**config.mk**
```make
export PLATFORM = sky130hd
export DESIGN_NAME = temporal_decoder_flat
export DESIGN_NICKNAME = d
export VERILOG_FILES = /design/src/rtl/temporal_decoder_pkg.sv /design/src/rtl/temporal_decoder_if.sv /design/src/rtl/temporal_decoder_gamma_counter.sv /design/src/rtl/temporal_decoder.sv /design/src/flat_wrapper.sv
export SDC_FILE = /design/constraint.sdc
export NUM_CORES = 1
export LEC_CHECK = 0
export CORE_UTILIZATION = 43
export DETAILED_ROUTE_END_ITERATION = 6
export PLACE_DENSITY = 0.72
export SYNTH_ARGS = -nofsm -noshare
export SYNTH_HDL_FRONTEND = slang
export SYNTH_SLANG_ARGS = --single-unit
```
**constraint.sdc**
```tcl
create_clock -name aclk -period 1.5 [get_ports aclk]
set_input_delay 0.45 -clock aclk [delete_from_list [all_inputs] [get_ports aclk]]
set_output_delay 0.45 -clock aclk [all_outputs]
set_load 0.05 [all_outputs]
```
**src/rtl/temporal_decoder_pkg.sv**
```systemverilog
`default_nettype none
// ============================================================================
//  Package     : temporal_pkg
//  Description : Shared types and constants for the temporal decode/encode
//                stages: default gamma length, field width, decoder state
//                encoding and the "no spike" sentinel.
//  Revision    : 1.0 - initial release
// ============================================================================
package temporal_pkg;

    // Samples per gamma cycle and the width needed to hold 0..G inclusive.
    localparam int GAMMA_CYCLE_WIDTH_DEFAULT = 16;
    localparam int TW_DEFAULT                = $clog2(GAMMA_CYCLE_WIDTH_DEFAULT + 1);

    // Per-gamma measurement state.
    typedef enum logic [1:0] {
        WAIT = 2'd0,    // no onset seen yet in this gamma
        HIGH = 2'd1,    // pulse in progress, width counting
        DONE = 2'd2     // measurement frozen until the gamma ends
    } dec_state_e;

    // The onset code reported when no pulse was seen: one past the last phase.
    function automatic int unsigned no_spike(input int unsigned gamma_len);
        return gamma_len;
    endfunction

endpackage : temporal_pkg
`default_nettype wire

```
**src/rtl/temporal_decoder_if.sv**
```systemverilog
`default_nettype none
// ============================================================================
//  Interface   : temporal_decoder_if
//  Description : Result channel of the temporal decoder: valid/ready handshake
//                carrying the onset phase and the pulse width of one gamma.
//  Revision    : 1.0 - initial release
// ============================================================================
interface temporal_decoder_if
    import temporal_pkg::*;
#(
    parameter int TW = TW_DEFAULT
) ();

    logic          out_valid;
    logic          out_ready;
    logic [TW-1:0] t_out;
    logic [TW-1:0] w_out;

    // Producer side (decoder).
    modport master (
        output out_valid,
        output t_out,
        output w_out,
        input  out_ready
    );

    // Consumer side (binary logic).
    modport slave (
        input  out_valid,
        input  t_out,
        input  w_out,
        output out_ready
    );

endinterface : temporal_decoder_if
`default_nettype wire

```
**src/rtl/temporal_decoder_gamma_counter.sv**
```systemverilog
`default_nettype none
// ============================================================================
//  Module      : gamma_counter
//  Description : Phase counter framing time into gamma cycles. Counts
//                0..GAMMA_CYCLE_WIDTH-1 and wraps; last_o flags the final
//                phase. Shared with the encoder stage.
//  Revision    : 1.0 - initial release
// ============================================================================
module gamma_counter #(
    parameter int GAMMA_CYCLE_WIDTH = 16,
    parameter int PW                = 5
) (
    input  wire logic          clk,
    input  wire logic          rst,
    output logic [PW-1:0]      phase_o,
    output logic               last_o
);

    localparam logic [PW-1:0] LAST_PHASE = PW'(GAMMA_CYCLE_WIDTH - 1);

    logic [PW-1:0] phase_q;

    // Advance one phase per clock, wrapping at the end of the gamma.
    always_ff @(posedge clk) begin
        if (rst) begin
            phase_q <= '0;
        end else if (phase_q == LAST_PHASE) begin
            phase_q <= '0;
        end else begin
            phase_q <= phase_q + PW'(1);
        end
    end

    assign phase_o = phase_q;
    assign last_o  = (phase_q == LAST_PHASE);

endmodule : gamma_counter
`default_nettype wire

```
**src/rtl/temporal_decoder.sv**
```systemverilog
`default_nettype none
// ============================================================================
//  Module      : temporal_decoder
//  Description : Samples a race-logic pulse once per clock, measures its onset
//                phase and width within each gamma cycle and publishes the pair
//                on a valid/ready channel. A result that cannot be delivered
//                because the previous one is still pending is dropped and
//                recorded in the sticky overflow flag.
//  Option      : TEMPORAL_DECODER_WIDTH_EN - when defined, pulse width is
//                tracked and reported on w_out; otherwise w_out is 0 and only
//                the onset is measured.
//  Revision    : 1.0 - initial release
// ============================================================================
module temporal_decoder
    import temporal_pkg::*;
#(
    parameter int GAMMA_CYCLE_WIDTH = GAMMA_CYCLE_WIDTH_DEFAULT,
    parameter int TW                = $clog2(GAMMA_CYCLE_WIDTH + 1)
) (
    input  wire logic               aclk,
    input  wire logic               grst,
    input  wire logic               y,
    temporal_decoder_if.master      out_if,
    output logic                    overflow
);

    localparam logic [TW-1:0] NO_SPIKE = TW'(no_spike(GAMMA_CYCLE_WIDTH));

    logic [TW-1:0] phase;
    logic          last;

    dec_state_e    state_q, state_d;
    logic [TW-1:0] onset_q, onset_d;
    logic          prev_q;
    logic          out_valid_q;
    logic [TW-1:0] t_out_q;
    logic          overflow_q;
    logic [TW-1:0] t_pub_d;
`ifdef TEMPORAL_DECODER_WIDTH_EN
    logic [TW-1:0] run_cnt_q, run_cnt_d;
    logic [TW-1:0] w_out_q;
`endif

    gamma_counter #(
        .GAMMA_CYCLE_WIDTH (GAMMA_CYCLE_WIDTH),
        .PW                (TW)
    ) u_gamma_counter (
        .clk     (aclk),
        .rst     (grst),
        .phase_o (phase),
        .last_o  (last)
    );

    // Evaluate the measurement FSM for the sample taken on this edge.
    always_comb begin
        state_d   = state_q;
        onset_d   = onset_q;
`ifdef TEMPORAL_DECODER_WIDTH_EN
        run_cnt_d = run_cnt_q;
`endif
        case (state_q)
            WAIT: begin
                if (y && !prev_q) begin
                    onset_d   = phase;
`ifdef TEMPORAL_DECODER_WIDTH_EN
                    run_cnt_d = TW'(1);
                    state_d   = HIGH;
`else
                    state_d   = DONE;
`endif
                end
            end
`ifdef TEMPORAL_DECODER_WIDTH_EN
            HIGH: begin
                // Width cannot exceed G-onset, so the counter never wraps.
                if (y) begin
                    run_cnt_d = run_cnt_q + TW'(1);
                end else begin
                    state_d   = DONE;
                end
            end
`endif
            DONE:    state_d = DONE;
            default: state_d = WAIT;
        endcase
        t_pub_d = (state_d == WAIT) ? NO_SPIKE : onset_d;
    end

    // Measurement state, gamma-end publish and output handshake.
    always_ff @(posedge aclk) begin
        if (grst) begin
            state_q     <= WAIT;
            onset_q     <= '0;
            prev_q      <= 1'b0;
            out_valid_q <= 1'b0;
            t_out_q     <= '0;
            overflow_q  <= 1'b0;
`ifdef TEMPORAL_DECODER_WIDTH_EN
            run_cnt_q   <= '0;
            w_out_q     <= '0;
`endif
        end else begin
            if (last) begin
                // Start the next gamma clean; prev is forced low so a pulse
                // already high at phase 0 still registers as an onset.
                state_q   <= WAIT;
                onset_q   <= '0;
                prev_q    <= 1'b0;
`ifdef TEMPORAL_DECODER_WIDTH_EN
                run_cnt_q <= '0;
`endif
            end else begin
                state_q   <= state_d;
                onset_q   <= onset_d;
                prev_q    <= y;
`ifdef TEMPORAL_DECODER_WIDTH_EN
                run_cnt_q <= run_cnt_d;
`endif
            end

            if (last) begin
                if (!out_valid_q || out_if.out_ready) begin
                    out_valid_q <= 1'b1;
                    t_out_q     <= t_pub_d;
`ifdef TEMPORAL_DECODER_WIDTH_EN
                    w_out_q     <= run_cnt_d;
`endif
                end else begin
                    // Consumer still holds the previous result: keep it,
                    // drop the new one.
                    overflow_q  <= 1'b1;
                end
            end else if (out_valid_q && out_if.out_ready) begin
                out_valid_q <= 1'b0;
            end
        end
    end

    assign out_if.out_valid = out_valid_q;
    assign out_if.t_out     = t_out_q;
`ifdef TEMPORAL_DECODER_WIDTH_EN
    assign out_if.w_out     = w_out_q;
`else
    assign out_if.w_out     = '0;
`endif
    assign overflow         = overflow_q;

endmodule : temporal_decoder
`default_nettype wire

```
**src/flat_wrapper.sv**
```systemverilog
// flat-port wrapper written by rule: the top's interface ports become plain ports
module temporal_decoder_flat import temporal_pkg::*;
#(
    parameter int GAMMA_CYCLE_WIDTH = GAMMA_CYCLE_WIDTH_DEFAULT,
    parameter int TW                = $clog2(GAMMA_CYCLE_WIDTH + 1)
)
  (aclk, grst, y, overflow, out_if_out_valid, out_if_t_out, out_if_w_out, out_if_out_ready);
  temporal_decoder_if #(.TW(TW)) out_if_i ();
  input  wire logic aclk;
  input  wire logic grst;
  input  wire logic y;
  output logic overflow;
  output wire logic [$bits(out_if_i.out_valid)-1:0] out_if_out_valid;
  output wire logic [$bits(out_if_i.t_out)-1:0] out_if_t_out;
  output wire logic [$bits(out_if_i.w_out)-1:0] out_if_w_out;
  input wire logic [$bits(out_if_i.out_ready)-1:0] out_if_out_ready;
  assign out_if_out_valid = out_if_i.out_valid;
  assign out_if_t_out = out_if_i.t_out;
  assign out_if_w_out = out_if_i.w_out;
  assign out_if_i.out_ready = out_if_out_ready;
  temporal_decoder #(.GAMMA_CYCLE_WIDTH(GAMMA_CYCLE_WIDTH), .TW(TW)) u_core (.aclk(aclk), .grst(grst), .y(y), .out_if(out_if_i), .overflow(overflow));
endmodule
```
# After elaboration in Yosys (flattened, before gate mapping)
# Cells that the tools add are included.
[word_totals]
ff_bits = 20
out_inout_bits = 12
[op_classes]
add_sub_neg = 1
n_eq_ne = 3
muxes = 8
n_bitwise = 1
n_reduce_logical = 12
[ops]
columns = ["operator", "n"]
rows = [
  ["$mux W5", 3],
  ["$reduce_and A2 Y1", 3],
  ["$add A5 B1 Y5 const B", 1],
  ["$eq A5 B4 Y1 const B", 1],
  ["$logic_not A2 Y1", 2],
  ["$pmux W2 S2", 1],
  ["$mux W1", 3],
  ["$eq A2 B2 Y1 const B", 1],
  ["$logic_and A1 B1 Y1", 2],
  ["$logic_not A1 Y1", 2],
  ["$mux W2", 1],
  ["$ne A2 B2 Y1 const B", 1],
  ["$reduce_bool A2 Y1", 1],
  ["$reduce_or A2 Y1", 1],
  ["$logic_or A1 B1 Y1", 1],
  ["$not A1 Y1", 1],
]

# Logic depth before layout (Yosys ltp)
[depth]
word_depth = 6
mapped_depth = 6
mapped_depth_nobuf = 5

# Cells and area by module
# From an unflattened synthesis, not the netlist that was laid out.
[hier_totals]
hier_cells = 77
hier_area_um2 = 788.3
[by_module_without_submodules]
columns = ["module", "instances", "cells_per_inst", "area_per_inst_um2", "seq_area_each_um2"]
rows = [
  ["temporal_decoder", 1, 59, 588.1, 300.3],
  ["gamma_counter", 1, 18, 200.2, 100.1],
]

# Worst setup path after synthesis
# OpenSTA, ideal clock, no wires.
[synth_timing]
kind = "reg2reg"
from = "reg u_core.u_gamma_counter.phase_q[0] (netlist: u_core.u_gamma_counter.phase_o[0])"
to = "reg u_core.state_q[1]"
arrival_ns = 1.544
required_ns = 1.434
setup_slack_ns = -0.109
stages_incl_launch_ff = 7
synth_period_minus_slack_ns = 1.609
path_cell_list = "dfxtp_1 ha_1 and3_1 ha_1 or2_2 clkbuf_1 nor2_1"
[synth_via]
elab_chain_len = 2
[synth_rtl]
columns = ["element", "line_no", "source"]
rows = [
  ["from (decl)", "temporal_decoder_gamma_counter.sv:21", "logic [PW-1:0] phase_q;"],
  ["from (signal assigned)", "temporal_decoder_gamma_counter.sv:30", "phase_q <= phase_q + PW'(1);"],
  ["$eq A5 B4 Y1", "temporal_decoder_gamma_counter.sv:35", "assign last_o = (phase_q == LAST_PHASE);"],
  ["via u_core.last", "temporal_decoder.sv:30", "logic last;"],
  ["$reduce_or A2 Y1 (no source line)", "-", ""],
  ["to (signal assigned)", "temporal_decoder.sv:113", "state_q <= state_d;"],
  ["to (decl)", "temporal_decoder.sv:32", "dec_state_e state_q, state_d;"],
]
# The timed path passes the listed nets, and every way through them passes these cells.
# A chain may end at the register's enable or synchronous reset.

# Final worst setup path
[layout_timing]
from = "reg u_core.u_gamma_counter.phase_q[0] (netlist: u_core.u_gamma_counter.phase_o[0])"
to = "reg u_core.t_out_q[4] (netlist: u_core.out_if.t_out[4])"
[layout_via]
elab_chain_len = 2
[layout_rtl]
columns = ["element", "line_no", "source"]
rows = [
  ["$eq A5 B4 Y1", "temporal_decoder_gamma_counter.sv:35", ""],
  ["via u_core.last", "temporal_decoder.sv:30", ""],
  ["$reduce_and A2 Y1 (no source line)", "-", ""],
  ["to (signal assigned)", "temporal_decoder.sv:124", "t_out_q <= t_pub_d;"],
  ["to (decl)", "temporal_decoder.sv:36", "logic [TW-1:0] t_out_q;"],
]
# The timed path passes the listed nets, and every way through them passes these cells.

==> results.yml <==
min_path:
  worstHoldPathType: "register to register"
critical_path:
  cp_max_fo: 6
  critical_path_arrival_ns: 1.65
  cp_cell_sequence: "ha_1 > and3_4 > ha_4 > and2_4 > a311oi_2"
  path_class: "register to register"
  max_stage_delay_ns: 0.34
  critPathBufInv: 0
  crit_family: "adder cells"
  cp-start-kind: "register"
  cpMaxStageDelayCell: "dfxtp_1"
  end_kind: "register"
  required_ns: 1.72
yosys:
  yosysUniqueCellTypes: 23
  ys_seq_elements: 20
  ys_seq_area_share_pct: 52.20
  synth_area_per_cell_um2: 9.961
  netlist_area_um2: 767.0
  yosys_warnings: 0
  syn_inst: 77
routing:
  drc_errors: 0
  routedWlPerCell_um: 13.12
  wirelength_um: 1483
  drtIter0Drc: 11
  vias: 560
  antenna_left: 0
  firstDrtPassIters: 5
  via_per_inst: 4.956
timing:
  finalCritPeriodShare_pct: 95.37
  setup_viol: 0
  setup_slack_ns: 0.06947
  hold_viol_final: 0
  fin_crit_ns: 1.431
  slew_violations: 0
  rsz0062_at_grt: "false"
  hold-worst-slack_ns: 0.5206
  maxClockFrequency_mhz: 699.0
  skew_ns: 0.01100
finish:
  nets: 104
  n_antenna_cell: 0
  drive_gt1_share_pct: 30.93
  layout_commonest_cell: "dfxtp_1"
  seqCellArea_um2: 400.4
  instances_no_fill: 113
  fill_cells: 121
  synthToLayoutAreaGrowth_pct: 41.76
  multi_input_area_um2: 390.4
  mostFrequentLayoutCells: "dfxtp_1, nor2_1, buf_12"
floorplanning:
  dieArea_um2: 1957
  start_util_pct: 48.65
  core-area_um2: 1577
  die_w_um: 44.24
  ioPinCount: 16
  die_h_um: 44.24
  rows: 14
power_and_ir_drop:
  power_density_nw_per_um2: 897.8
  total_leakage_power_nw: 0.4281
  irDropWorstVdd_mv: 0.9409
clock_tree:
  clk_pin_slew_ns: 0.12
  clk_latency_ns: 0.31
  cts-root-buf: "clkbuf_4"
  cts.htree.levels: 1
  cts.path.max_buffers: 2
  numCtsBuffers: 3
  cts_tree: "built"
  clkSinkCount: 20
placement:
  dp_hpwl_um: 1061
  place_congestion: 0.7215
  pre_cts_slack_ns: -0.3338
  portBuffers: 10
  dp_cells: 109
global_route:
  gr-total-overflow: 0
  antenna_found_initial: 0
  grt_pass1_wl_um: 2546
  track_usage_pct: 18.26
  grt_max_degree: 13
  grt_pass1_vias: 589
flow_run:
  maxCapViolCount: 0
outcome:
  outcome: "complete, no violations"
==> timing repair <==
item,CTS,global route
buffers inserted,0,0
hold buffers,0,0
gates resized for setup,11,2
setup endpoints to repair,3,17
gates cloned,0,0
pin swaps,1,1
endpoints found under the hold margin,0,0
==> cells in the mapped netlist <==
cell       n  area share (%)
xnor2_1    1             1.1
mux2i_1    5             6.5
ha_1       2             3.3
nor2b_1    2             1.6
nor4b_4    1             3.1
o21ba_2    1             1.3
nand3_1    2             1.3
o32ai_1    4             4.6
nand2_1    4             2.0
nand2b_1   1            0.82
a311oi_1   1             1.1
nor2_1    15             7.3
conb_1     1            0.49
or2_2      1            0.82
o21bai_1   1            0.98
dfxtp_1   20              52
clkbuf_1   1            0.49
buf_4      5             4.9
a21oi_1    2             1.3
and3_1     1            0.82
xor2_1     1             1.1
and2_1     1            0.82
inv_1      4             2.0
==> layer usage <==
metal / share of wire (%) / GRT usage [%] / up-vias
met1: 43 / 20.41 / 260
met3: 3.4 / 6.122 / 0
met2: 53 / 33.53 / 12
met4: 0 / 3.636 / 0
met5: 0 / 0 / -
li1: - / - / 288
==> registers in the layout, indices dropped and copies added (netlist names) <==
signal                          cells
u_core.onset_q                      5
u_core.out_if.t_out                 5
u_core.u_gamma_counter.phase_o      5
u_core.state_q                      2
u_core.out_if.out_valid             1
u_core.overflow                     1
u_core.prev_q                       1
==> report_power, final <==
group / switching [W] / internal [W] / leakage [nW]
clock network: 0.000169 / 0.000148 / 0.0210
registers: 0.0000114 / 0.000544 / 0.163
logic: 0.0000614 / 0.0000420 / 0.244
==> worst reg2reg max path, delay by kind of cell, from the launching register on <==
| family | cells | cell delay (ns) |
|---|---|---|
| flip-flops | 1 | 0.34 |
| adder cells (fa/ha/maj) | 2 | 0.40 |
| AND/OR/NAND/NOR | 2 | 0.36 |
| AO/OA/AOI/OAI | 1 | 0.23 |
==> final timing paths <==
path	start	end	slack, ns	depth (start not counted)
setup / recovery	u_core.u_gamma_counter.phase_o[0]$_SDFF_PP0_	u_core.out_if.t_out[4]$_SDFFE_PP0P_	0.07	5
hold / removal	u_core.onset_q[0]$_SDFF_PP0_	u_core.onset_q[0]$_SDFF_PP0_	0.52	2
setup reg to reg	u_core.u_gamma_counter.phase_o[0]$_SDFF_PP0_	u_core.out_if.t_out[4]$_SDFFE_PP0P_	0.07	5
hold reg to reg	u_core.onset_q[0]$_SDFF_PP0_	u_core.onset_q[0]$_SDFF_PP0_	0.52	2
==> layout make-up <==
cell class / count / share of cell area [%]
Multi-Input combinational cell: 52 / 35.90
Sequential cell: 20 / 36.82
Timing Repair Buffer: 17 / 20.71
Clock buffer: 4 / 3.337
Tap cell: 16 / 1.841
Inverter: 4 / 1.381
==> per-stage QoR <==
| stage | TNS (ns) | area [um2] | total power [W] | util, % |
|---|---|---|---|---|
| 4_1_cts | 0 | 1072 | 0.0009812 | 68.02 |
| 3_5_place_dp | -2.934 | 992.2 | 0.0006638 | 62.94 |
| 5_1_grt | 0 | 1087 | 0.001023 | 68.97 |
| 6_report | 0 | 1087 | 0.0009762 | 68.97 |
| 2_1_floorplan | 0 | 800.8 | 0.0006436 | - |
| 3_3_place_gp | -2.606 | 992.2 | 0.0006623 | 62.94 |
==> cell families (layout without fill, tap and decap cells) <==
| group | count (synthesis) | after routing | synth area share (%) |
|---|---|---|---|
| DFF | 20 | 20 | 52.20 |
| xor gates and xnor gates | 2 | 2 | 2.284 |
| adders and majority gates | 2 | 2 | 3.262 |
| and+or+nand+nor | 28 | 28 | 18.60 |
| muxes | 5 | 5 | 6.526 |
| other | 1 | 6 | 0.4889 |
| AOI/OAI and AO/OA | 9 | 9 | 9.299 |
| buffers and inverters | 10 | 25 | 7.340 |
Power figures use the tool's default switching activity.
